**config.mk**
```make
export PLATFORM = sky130hd
export DESIGN_NAME = int_prio_ctrl
export DESIGN_NICKNAME = d
export VERILOG_FILES = /design/src/rtl/int_ctrl_pkg.sv /design/src/rtl/int_prio_enc.sv /design/src/rtl/int_prio_ctrl.sv
export SDC_FILE = /design/constraint.sdc
export NUM_CORES = 1
export LEC_CHECK = 0
export ABC_AREA = 1
export CORE_AREA = 4 4 78 98
export DETAILED_ROUTE_END_ITERATION = 7
export DIE_AREA = 0 0 82 102
export GPL_ROUTABILITY_DRIVEN = 0
export PLACE_DENSITY = 0.65
export RECOVER_POWER = 25
export SKIP_CTS_REPAIR_TIMING = 1
export SKIP_LAST_GASP = 1
export SYNTH_ARGS = -nofsm -noshare
export SYNTH_HDL_FRONTEND = slang
export SYNTH_SLANG_ARGS = --single-unit
```
**constraint.sdc**
```tcl
create_clock -name clk -period 3.6 [get_ports clk]
set_input_delay 0.72 -clock clk [delete_from_list [all_inputs] [get_ports clk]]
set_output_delay 0.72 -clock clk [all_outputs]
set_load 0.05 [all_outputs]
```
**src/rtl/int_ctrl_pkg.sv**
```systemverilog
// Shared types and constants for the fixed-priority interrupt controller.
// Lower source index means higher priority.
package int_ctrl_pkg;

    typedef enum logic [1:0] {
        IDLE    = 2'd0,
        REQ     = 2'd1,
        SERVICE = 2'd2
    } state_e;

    localparam int          N_SRC_DEF    = 8;
    localparam logic [31:0] VEC_BASE_DEF = 32'h0000_0018;
    localparam logic [31:0] VEC_STRIDE   = 32'd4;

endpackage

```
**src/rtl/int_prio_enc.sv**
```systemverilog
// Fixed-priority encoder: lowest set bit wins.
// Used for both request selection and in-service selection.
module int_prio_enc #(
    parameter  int N   = 8,
    localparam int IDW = (N > 1) ? $clog2(N) : 1
) (
    input  logic [N-1:0]   vec_i,
    output logic           valid_o,
    output logic [IDW-1:0] idx_o
);

    // scan from the top so the lowest set index is left in idx_o
    always_comb begin
        valid_o = |vec_i;
        idx_o   = '0;
        for (int i = N - 1; i >= 0; i--) begin
            if (vec_i[i]) idx_o = IDW'(i);
        end
    end

endmodule

```
**src/rtl/int_prio_ctrl.sv**
```systemverilog
// Edge-latched fixed-priority interrupt controller with IDLE/REQ/SERVICE FSM.
// Define INT_NEST_EN to let higher-priority sources preempt during SERVICE.
module int_prio_ctrl
    import int_ctrl_pkg::*;
#(
    parameter  int          N_SRC    = N_SRC_DEF,
    parameter  logic [31:0] VEC_BASE = VEC_BASE_DEF,
    localparam int          IDW      = (N_SRC > 1) ? $clog2(N_SRC) : 1
) (
    input  logic             clk,
    input  logic             rst,
    input  logic [N_SRC-1:0] irq_src,
    input  logic             mask_we,
    input  logic [N_SRC-1:0] mask_wdata,
    input  logic             INTA_irq,
    input  logic             eoi,
    output logic             INT_irq,
    output logic [IDW-1:0]   irq_id,
    output logic [31:0]      irq_vector,
    output logic [N_SRC-1:0] pending,
    output logic [N_SRC-1:0] in_service
);

    state_e state_q, state_d;

    logic [N_SRC-1:0] src_q;
    logic [N_SRC-1:0] mask_q, mask_d;
    logic [N_SRC-1:0] pend_q, pend_d;
    logic [N_SRC-1:0] isv_q, isv_d;
    logic             inta_q;
    logic             int_q, int_d;
    logic [IDW-1:0]   id_q, id_d;

    logic [N_SRC-1:0] rise;
    logic [N_SRC-1:0] pm;
    logic [N_SRC-1:0] ack_bit;
    logic [N_SRC-1:0] top_bit;
    logic             inta_rise;
    logic             req_vld;
    logic             is_vld;
    logic [IDW-1:0]   req_idx;
    logic [IDW-1:0]   is_idx;
    logic             pop;
    logic             last;
    logic             req_ok;
    logic             nest_req;
    logic             ack;

    assign rise      = irq_src & ~src_q;
    assign pm        = pend_q & mask_q;
    assign inta_rise = INTA_irq & ~inta_q;
    assign mask_d    = mask_we ? mask_wdata : mask_q;
    assign ack_bit   = N_SRC'(1) << id_q;
    assign top_bit   = N_SRC'(1) << is_idx;
    assign pop       = eoi & is_vld;
    assign last      = !is_vld || (pop && ((isv_q & ~top_bit) == '0));

    int_prio_enc #(.N(N_SRC)) u_req_enc (
        .vec_i   (pm),
        .valid_o (req_vld),
        .idx_o   (req_idx)
    );

    int_prio_enc #(.N(N_SRC)) u_isv_enc (
        .vec_i   (isv_q),
        .valid_o (is_vld),
        .idx_o   (is_idx)
    );

`ifdef INT_NEST_EN
    assign nest_req = req_vld & is_vld & (req_idx < is_idx);
`else
    assign nest_req = 1'b0;
`endif

    // with something in service only a preempting source keeps REQ alive
    assign req_ok = is_vld ? nest_req : req_vld;

    // next-state, id selection and acknowledge/eoi bookkeeping
    always_comb begin
        state_d = state_q;
        id_d    = id_q;
        ack     = 1'b0;
        unique case (state_q)
            IDLE: begin
                if (req_vld) begin
                    state_d = REQ;
                    id_d    = req_idx;
                end
            end
            REQ: begin
                if (inta_rise) begin
                    ack     = 1'b1;
                    state_d = SERVICE;
                end else if (req_ok) begin
                    id_d = req_idx;
                end else if (is_vld) begin
                    state_d = SERVICE;
                    id_d    = is_idx;
                end else begin
                    state_d = IDLE;
                end
            end
            SERVICE: begin
                if (last) begin
                    if (req_vld) begin
                        state_d = REQ;
                        id_d    = req_idx;
                    end else begin
                        state_d = IDLE;
                    end
                end else if (nest_req) begin
                    state_d = REQ;
                    id_d    = req_idx;
                end else begin
                    id_d = is_idx;
                end
            end
            default: state_d = IDLE;
        endcase
        int_d  = (state_d == REQ);
        pend_d = (pend_q & ~(ack ? ack_bit : '0)) | rise;
        isv_d  = (isv_q & ~(pop ? top_bit : '0)) | (ack ? ack_bit : '0);
    end

    // state and sample registers
    always_ff @(posedge clk or posedge rst) begin
        if (rst) begin
            state_q <= IDLE;
            src_q   <= '0;
            mask_q  <= '0;
            pend_q  <= '0;
            isv_q   <= '0;
            inta_q  <= 1'b0;
            int_q   <= 1'b0;
            id_q    <= '0;
        end else begin
            state_q <= state_d;
            src_q   <= irq_src;
            mask_q  <= mask_d;
            pend_q  <= pend_d;
            isv_q   <= isv_d;
            inta_q  <= INTA_irq;
            int_q   <= int_d;
            id_q    <= id_d;
        end
    end

    assign INT_irq    = int_q;
    assign irq_id     = id_q;
    assign irq_vector = VEC_BASE + VEC_STRIDE * 32'(id_q);
    assign pending    = pend_q;
    assign in_service = isv_q;

endmodule

```
==> flow_metrics.env, run 1 <==
export IMPL_synthTopCellsByArea="dfrtp_1 42%, nand2_1 10%, buf_4 9.5%"
export IMPL_grt_antenna_before_repair=0
export IMPL_layout_cells_non_filler=427
export IMPL_worstMarginPinSlew_ns=0.515
export IMPL_portBuffers=44
export IMPL_clock_root_buffer="clkbuf_8"
export IMPL_routedWlPerCell_um=11.9
export IMPL_cts_sinks=39
export IMPL_syn_area_um2=2300
export IMPL_p_int_uw=1110
export IMPL_cts_tree="built"
export IMPL_synth_seq_cells=39
export IMPL_r2r_end="irq_id[1]"
export IMPL_syn_to_final_growth_pct=23.8
export IMPL_dieArea_um2=8360
export IMPL_r2r_setup_slack_ns=1.69
export IMPL_fin_crit_ns=2.66
export IMPL_synth_top_area_cell="dfrtp_1"
export IMPL_grt_pass1_vias=1824
export IMPL_die_x_um=82
export IMPL_maxSlewViolCount=0
export IMPL_yosysSeqAreaShare_pct=42.4
export IMPL_num_rows=34
export IMPL_grtUsageTotal_pct=12.7
export IMPL_dp_cells=420
export IMPL_required_ns=2.88
export IMPL_grt_pass1_wl_mm=8.27
export IMPL_viasPerCell=4.47
export IMPL_p_comb_share_pct=55.8
export IMPL_leakage_uw=0.00142
export IMPL_clk_path_buf_depth=2
export IMPL_pwr_share_seq_pct=28.1
export IMPL_h_tree_depth=2
export IMPL_syn_avg_cell_area_um2=7.99
export IMPL_setup_viol=0
export IMPL_worstHoldEndpoint="pending[1]"
export IMPL_slew_headroom_pct=65.5
export IMPL_p_per_area_nw_per_um2=770
export IMPL_r2r_start="pending[0]"
export IMPL_drive_gt1_share_pct=10.4
export IMPL_overflow=0
export IMPL_fill_cells=712
export IMPL_layout_setup_ws_ns=0.940
export IMPL_cap_violations=0
export IMPL_power_switching_uw=1080
export IMPL_status="finished clean"
export IMPL_rsz0062_at_grt="false"
export IMPL_numCtsBuffers=5
export IMPL_arrival_ns=1.94
export IMPL_drc_errors=0
export IMPL_synth_cell_type_count=28
export IMPL_final_common_cell="nand2_1"
export IMPL_preCtsSetupSlack_ns=1.25
export IMPL_nets=363
export IMPL_tns_ns=0
export IMPL_mostFrequentLayoutCells="64 x nand2_1, 45 x inv_1, 39 x dfrtp_1"
export IMPL_diodes=0
export IMPL_worstHoldPathType="flop to flop"
export IMPL_drt_iter0_drc=133
export IMPL_fp_dieH_um=102
export IMPL_synth_warnings=0
export IMPL_fin_crit_sh_pct=73.9
export IMPL_finClkSkew_ns=0.00873
export IMPL_routed_wirelength_mm=5.08
export IMPL_clk_pin_slew_worst_paths_ns=0.07
export IMPL_critical_path_class="flop to output pin"
export IMPL_postRouteAntennaNets=0
export IMPL_hold_depth=1
export IMPL_core_area_um2=6810
export IMPL_critPathCaptureType="output pin"
export IMPL_synthCells=288
export IMPL_worstSkewPairLatency_ns=0.28
export IMPL_grt_max_degree=40
export IMPL_num_io_pins=73
export IMPL_start_kind="flop"
export IMPL_dr_pass1_iters=4
export IMPL_r2r_cells=12
export IMPL_netlist_area_leader_share_pct=42.4
export IMPL_crit_fanout=6
export IMPL_p_clk_share_pct=16.0
export IMPL_swShare_pct=49.4
export IMPL_place_detailed_hpwl_mm=4.09
export IMPL_peakVddDrop_mv=0.283
export IMPL_start_util_pct=33.8
export IMPL_via_count=1910
export IMPL_hold_viol=0
export IMPL_holdCritStartpoint="src_q[1]"
export IMPL_fmax_mhz=376
metal layers:
layer | vias to the layer above | global-route usage (%) | share of wire, %
met5 | - | 0 | 0
li1 | 941 | - | -
met3 | 8 | 2.73 | 7.3
met1 | 891 | 14.9 | 37
met2 | 70 | 23.0 | 54
met4 | 0 | 3.58 | 1.3
how the worst max path moves through the flow:
stage	depth (start not counted)	slack [ns]	start	to
after floorplan	3	1.12	irq_id[1]	irq_vector[4]
after global placement	4	1.27	irq_id[1]	irq_vector[4]
after detailed placement	4	1.25	irq_id[1]	irq_vector[4]
after CTS	4	0.93	irq_id[1]	irq_vector[4]
after global routing	4	0.83	irq_id[1]	irq_vector[4]
final	4	0.94	irq_id[1]	irq_vector[4]
logic make-up (layout without fill, tap and decap cells):
kind of cell,count (synthesis),after routing,share of synthesized area (%)
flops,39,39,42.4
buf+inv,80,102,17.8
mux,7,7,3.43
other cells,1,28,0.163
compound gates,44,44,11.0
fa+ha+maj,5,5,2.72
simple gates,112,112,22.5
cells in the mapped netlist (all sizes together):
| master | number |
|---|---|
| clkbuf | 1 |
| ha | 5 |
| mux2 | 7 |
| o41ai | 1 |
| a31oi | 2 |
| nor2 | 27 |
| a21oi | 8 |
| nand4 | 1 |
| o22ai | 2 |
| nor3 | 1 |
| o21bai | 1 |
| conb | 1 |
| dfrtp | 39 |
| nand3 | 11 |
| nand3b | 1 |
| inv | 50 |
| o21ai | 24 |
| nand2 | 71 |
| o221ai | 5 |
| a22oi | 1 |
| buf | 29 |
flip-flops by register name, indices dropped and copies added, names as in the netlist:
name        count
in_service      8
mask_q          8
pending         8
src_q           8
irq_id          3
state_q         2
INT_irq         1
inta_q          1
cell type report:
cell class	count	area, um2	area share (%)
Clock inverter	2	37.5	1.32
Sequential cell	39	976	34.3
Tap cell	90	113	3.96
Timing Repair Buffer	45	448	15.7
Inverter	50	188	6.59
Multi-Input combinational cell	196	1020	35.7
Clock buffer	5	68.8	2.42
per-stage QoR:
step	instance area, um2	util, %	hold WS, ns	total power (uW)
after floorplan	2400	-	0.400	1540
after detailed placement	2740	40.3	0.413	1860
after global routing	2850	41.8	0.435	2360
after global placement	2740	40.3	0.401	1840
after CTS	2850	41.8	0.424	2210
final	2850	41.8	0.418	2190
worst max-delay path, stage by stage, from the launching register on:
cell and delay (ns):
dfrtp_1 0.42, inv_1 0.11, ha_1 0.30, inv_1 0.05, clkdlybuf4s50_1 0.78
power groups by stage:
stage	combinational (uW)	sequential [uW]	clock, uW
floorplan	734	805	0
global placement	1220	623	0
detailed placement	1230	627	0
CTS	1230	618	359
global route	1340	634	381
finish	1220	617	351
(Power assumes the default switching activity.)
==> run 2: changes to the inputs <==
PLACE_DENSITY = 0.67   (was 0.65)
clock period = 2.19 ns   (was 3.6 ns; I/O delays follow)
==> run 2 against run 1 <==
Compared with the run above: clock skew down 0.0047 ns; global-route usage up 0.52 points; sequential share of layout area down 0.21 points; count of clock-buffer cells in the layout unchanged; sequential power up 67%; clock power up 40%; critical endpoint is now irq_vector[2]; wire length up 3.1%; flip-flop and latch count unchanged; design area up 0.75%; critical path depth down 3.
==> flow_metrics.env, run 2 (synthesis results as in run 1) <==
export IMPL_status="finished clean"
export IMPL_worstPathCellList="clkdlybuf4s50_1"
export IMPL_p_int_uw=1780
export IMPL_finClkSkew_ns=0.00405
export IMPL_final_common_cell="nand2_1"
export IMPL_postRouteAntennaNets=0
export IMPL_crit_fanout=8
export IMPL_clk_pin_slew_worst_paths_ns=0.08
export IMPL_critical_path_class="flop to output pin"
export IMPL_peakVddDrop_mv=0.481
export IMPL_slew_headroom_pct=65.1
export IMPL_p_clk_share_pct=13.5
export IMPL_routed_wirelength_mm=5.24
export IMPL_mostFrequentLayoutCells="64 x nand2_1, 44 x inv_1, 38 x dfrtp_1"
export IMPL_die_x_um=82
export IMPL_crit_slowest_cell="clkdlybuf4s50_1"
export IMPL_drive_gt1_share_pct=12.1
export IMPL_dr_pass1_iters=4
export IMPL_power_switching_uw=1850
export IMPL_numCtsBuffers=5
export IMPL_fmax_mhz=480
export IMPL_dp_cells=421
export IMPL_num_rows=34
export IMPL_arrival_ns=1.65
export IMPL_place_detailed_hpwl_mm=4.26
export IMPL_required_ns=1.75
export IMPL_critPathCaptureType="output pin"
export IMPL_core_area_um2=6810
export IMPL_via_count=1936
export IMPL_grt_pass1_wl_mm=8.60
export IMPL_clk_path_buf_depth=2
export IMPL_start_kind="flop"
export IMPL_grt_pass1_vias=1950
export IMPL_cap_violations=0
export IMPL_hold_viol=0
export IMPL_swShare_pct=51.0
export IMPL_path_delay_family="buffers and inverters"
export IMPL_fp_dieH_um=102
export IMPL_portBuffers=44
export IMPL_setup_viol=0
export IMPL_grt_max_degree=24
export IMPL_worstSkewPairLatency_ns=0.30
export IMPL_viasPerCell=4.51
export IMPL_overflow=0
export IMPL_pwr_share_seq_pct=28.4
export IMPL_nets=364
export IMPL_diodes=0
export IMPL_hold_slack_ns=0.417
export IMPL_clock_root_buffer="clkbuf_8"
export IMPL_worstHoldPathType="flop to flop"
export IMPL_cts_sinks=39
export IMPL_layout_setup_ws_ns=0.106
export IMPL_leakage_uw=0.00142
export IMPL_final_area_um2=2870
export IMPL_routedWlPerCell_um=12.2
export IMPL_num_io_pins=73
export IMPL_tns_ns=0
export IMPL_fin_crit_sh_pct=95.2
export IMPL_slowest_delay_ns=0.86
export IMPL_grtUsageTotal_pct=13.2
export IMPL_fin_crit_ns=2.08
export IMPL_layout_cells_non_filler=429
export IMPL_worst_path_buf_inv=1
export IMPL_preCtsSetupSlack_ns=0.264
export IMPL_start_util_pct=33.8
export IMPL_dpl_instance_area_um2=2780
export IMPL_grt_antenna_before_repair=0
export IMPL_worstMarginPinSlew_ns=0.522
export IMPL_p_comb_share_pct=58.1
export IMPL_p_per_area_nw_per_um2=1270
export IMPL_drt_iter0_drc=106
export IMPL_maxSlewViolCount=0
export IMPL_drc_errors=0
export IMPL_cts_tree="built"
export IMPL_dieArea_um2=8360
export IMPL_rsz0062_at_grt="false"
export IMPL_h_tree_depth=2
export IMPL_syn_to_final_growth_pct=24.7
==> run 2: metal layers <==
| layer | part of all wire, % | up-vias | GRT usage, % |
|---|---|---|---|
| met5 | 0 | - | 0 |
| met4 | 3.0 | 0 | 6.14 |
| met3 | 7.9 | 16 | 3.44 |
| met1 | 37 | 879 | 14.0 |
| met2 | 52 | 84 | 24.1 |
| li1 | - | 957 | - |
==> run 2: power groups by stage <==
| stage | Combinational [uW] | Clock (uW) | Sequential (uW) |
|---|---|---|---|
| floorplan | 1210 | 0 | 1330 |
| CTS | 2110 | 510 | 1030 |
| detailed placement | 2100 | 0 | 1050 |
| global route | 2300 | 530 | 1050 |
| global placement | 2090 | 0 | 1040 |
| finish | 2110 | 491 | 1030 |
==> run 2: through the flow <==
step | total power (uW) | utilization (%)
after CTS | 3660 | 42.2
after floorplan | 2540 | -
final | 3630 | 42.1
after global routing | 3880 | 42.1
after detailed placement | 3150 | 40.9
after global placement | 3130 | 40.9
==> run 2: layout make-up <==
cell class,count,area (um2)
Fill cell,687,3940
Multi-Input combinational cell,196,1020
Sequential cell,39,977
Timing Repair Buffer,46,482
Inverter,50,191
Tap cell,90,113
Clock buffer,5,68.8
Clock inverter,3,20.0
==> run 2: path summary, 6_finish.rpt <==
| path | end | cells after the start | startpoint | slack, ns |
|---|---|---|---|---|
| max | irq_vector[2] | 1 | irq_id[0] | 0.11 |
| min | pending[2] | 1 | src_q[2] | 0.42 |
| max reg2reg | irq_id[1] | 12 | pending[0] | 0.34 |
| min reg2reg | pending[2] | 1 | src_q[2] | 0.42 |
| max in group asynchronous | in_service[5] | 3 | rst | 0.91 |
| min in group asynchronous | src_q[2] | 2 | rst | 0.56 |
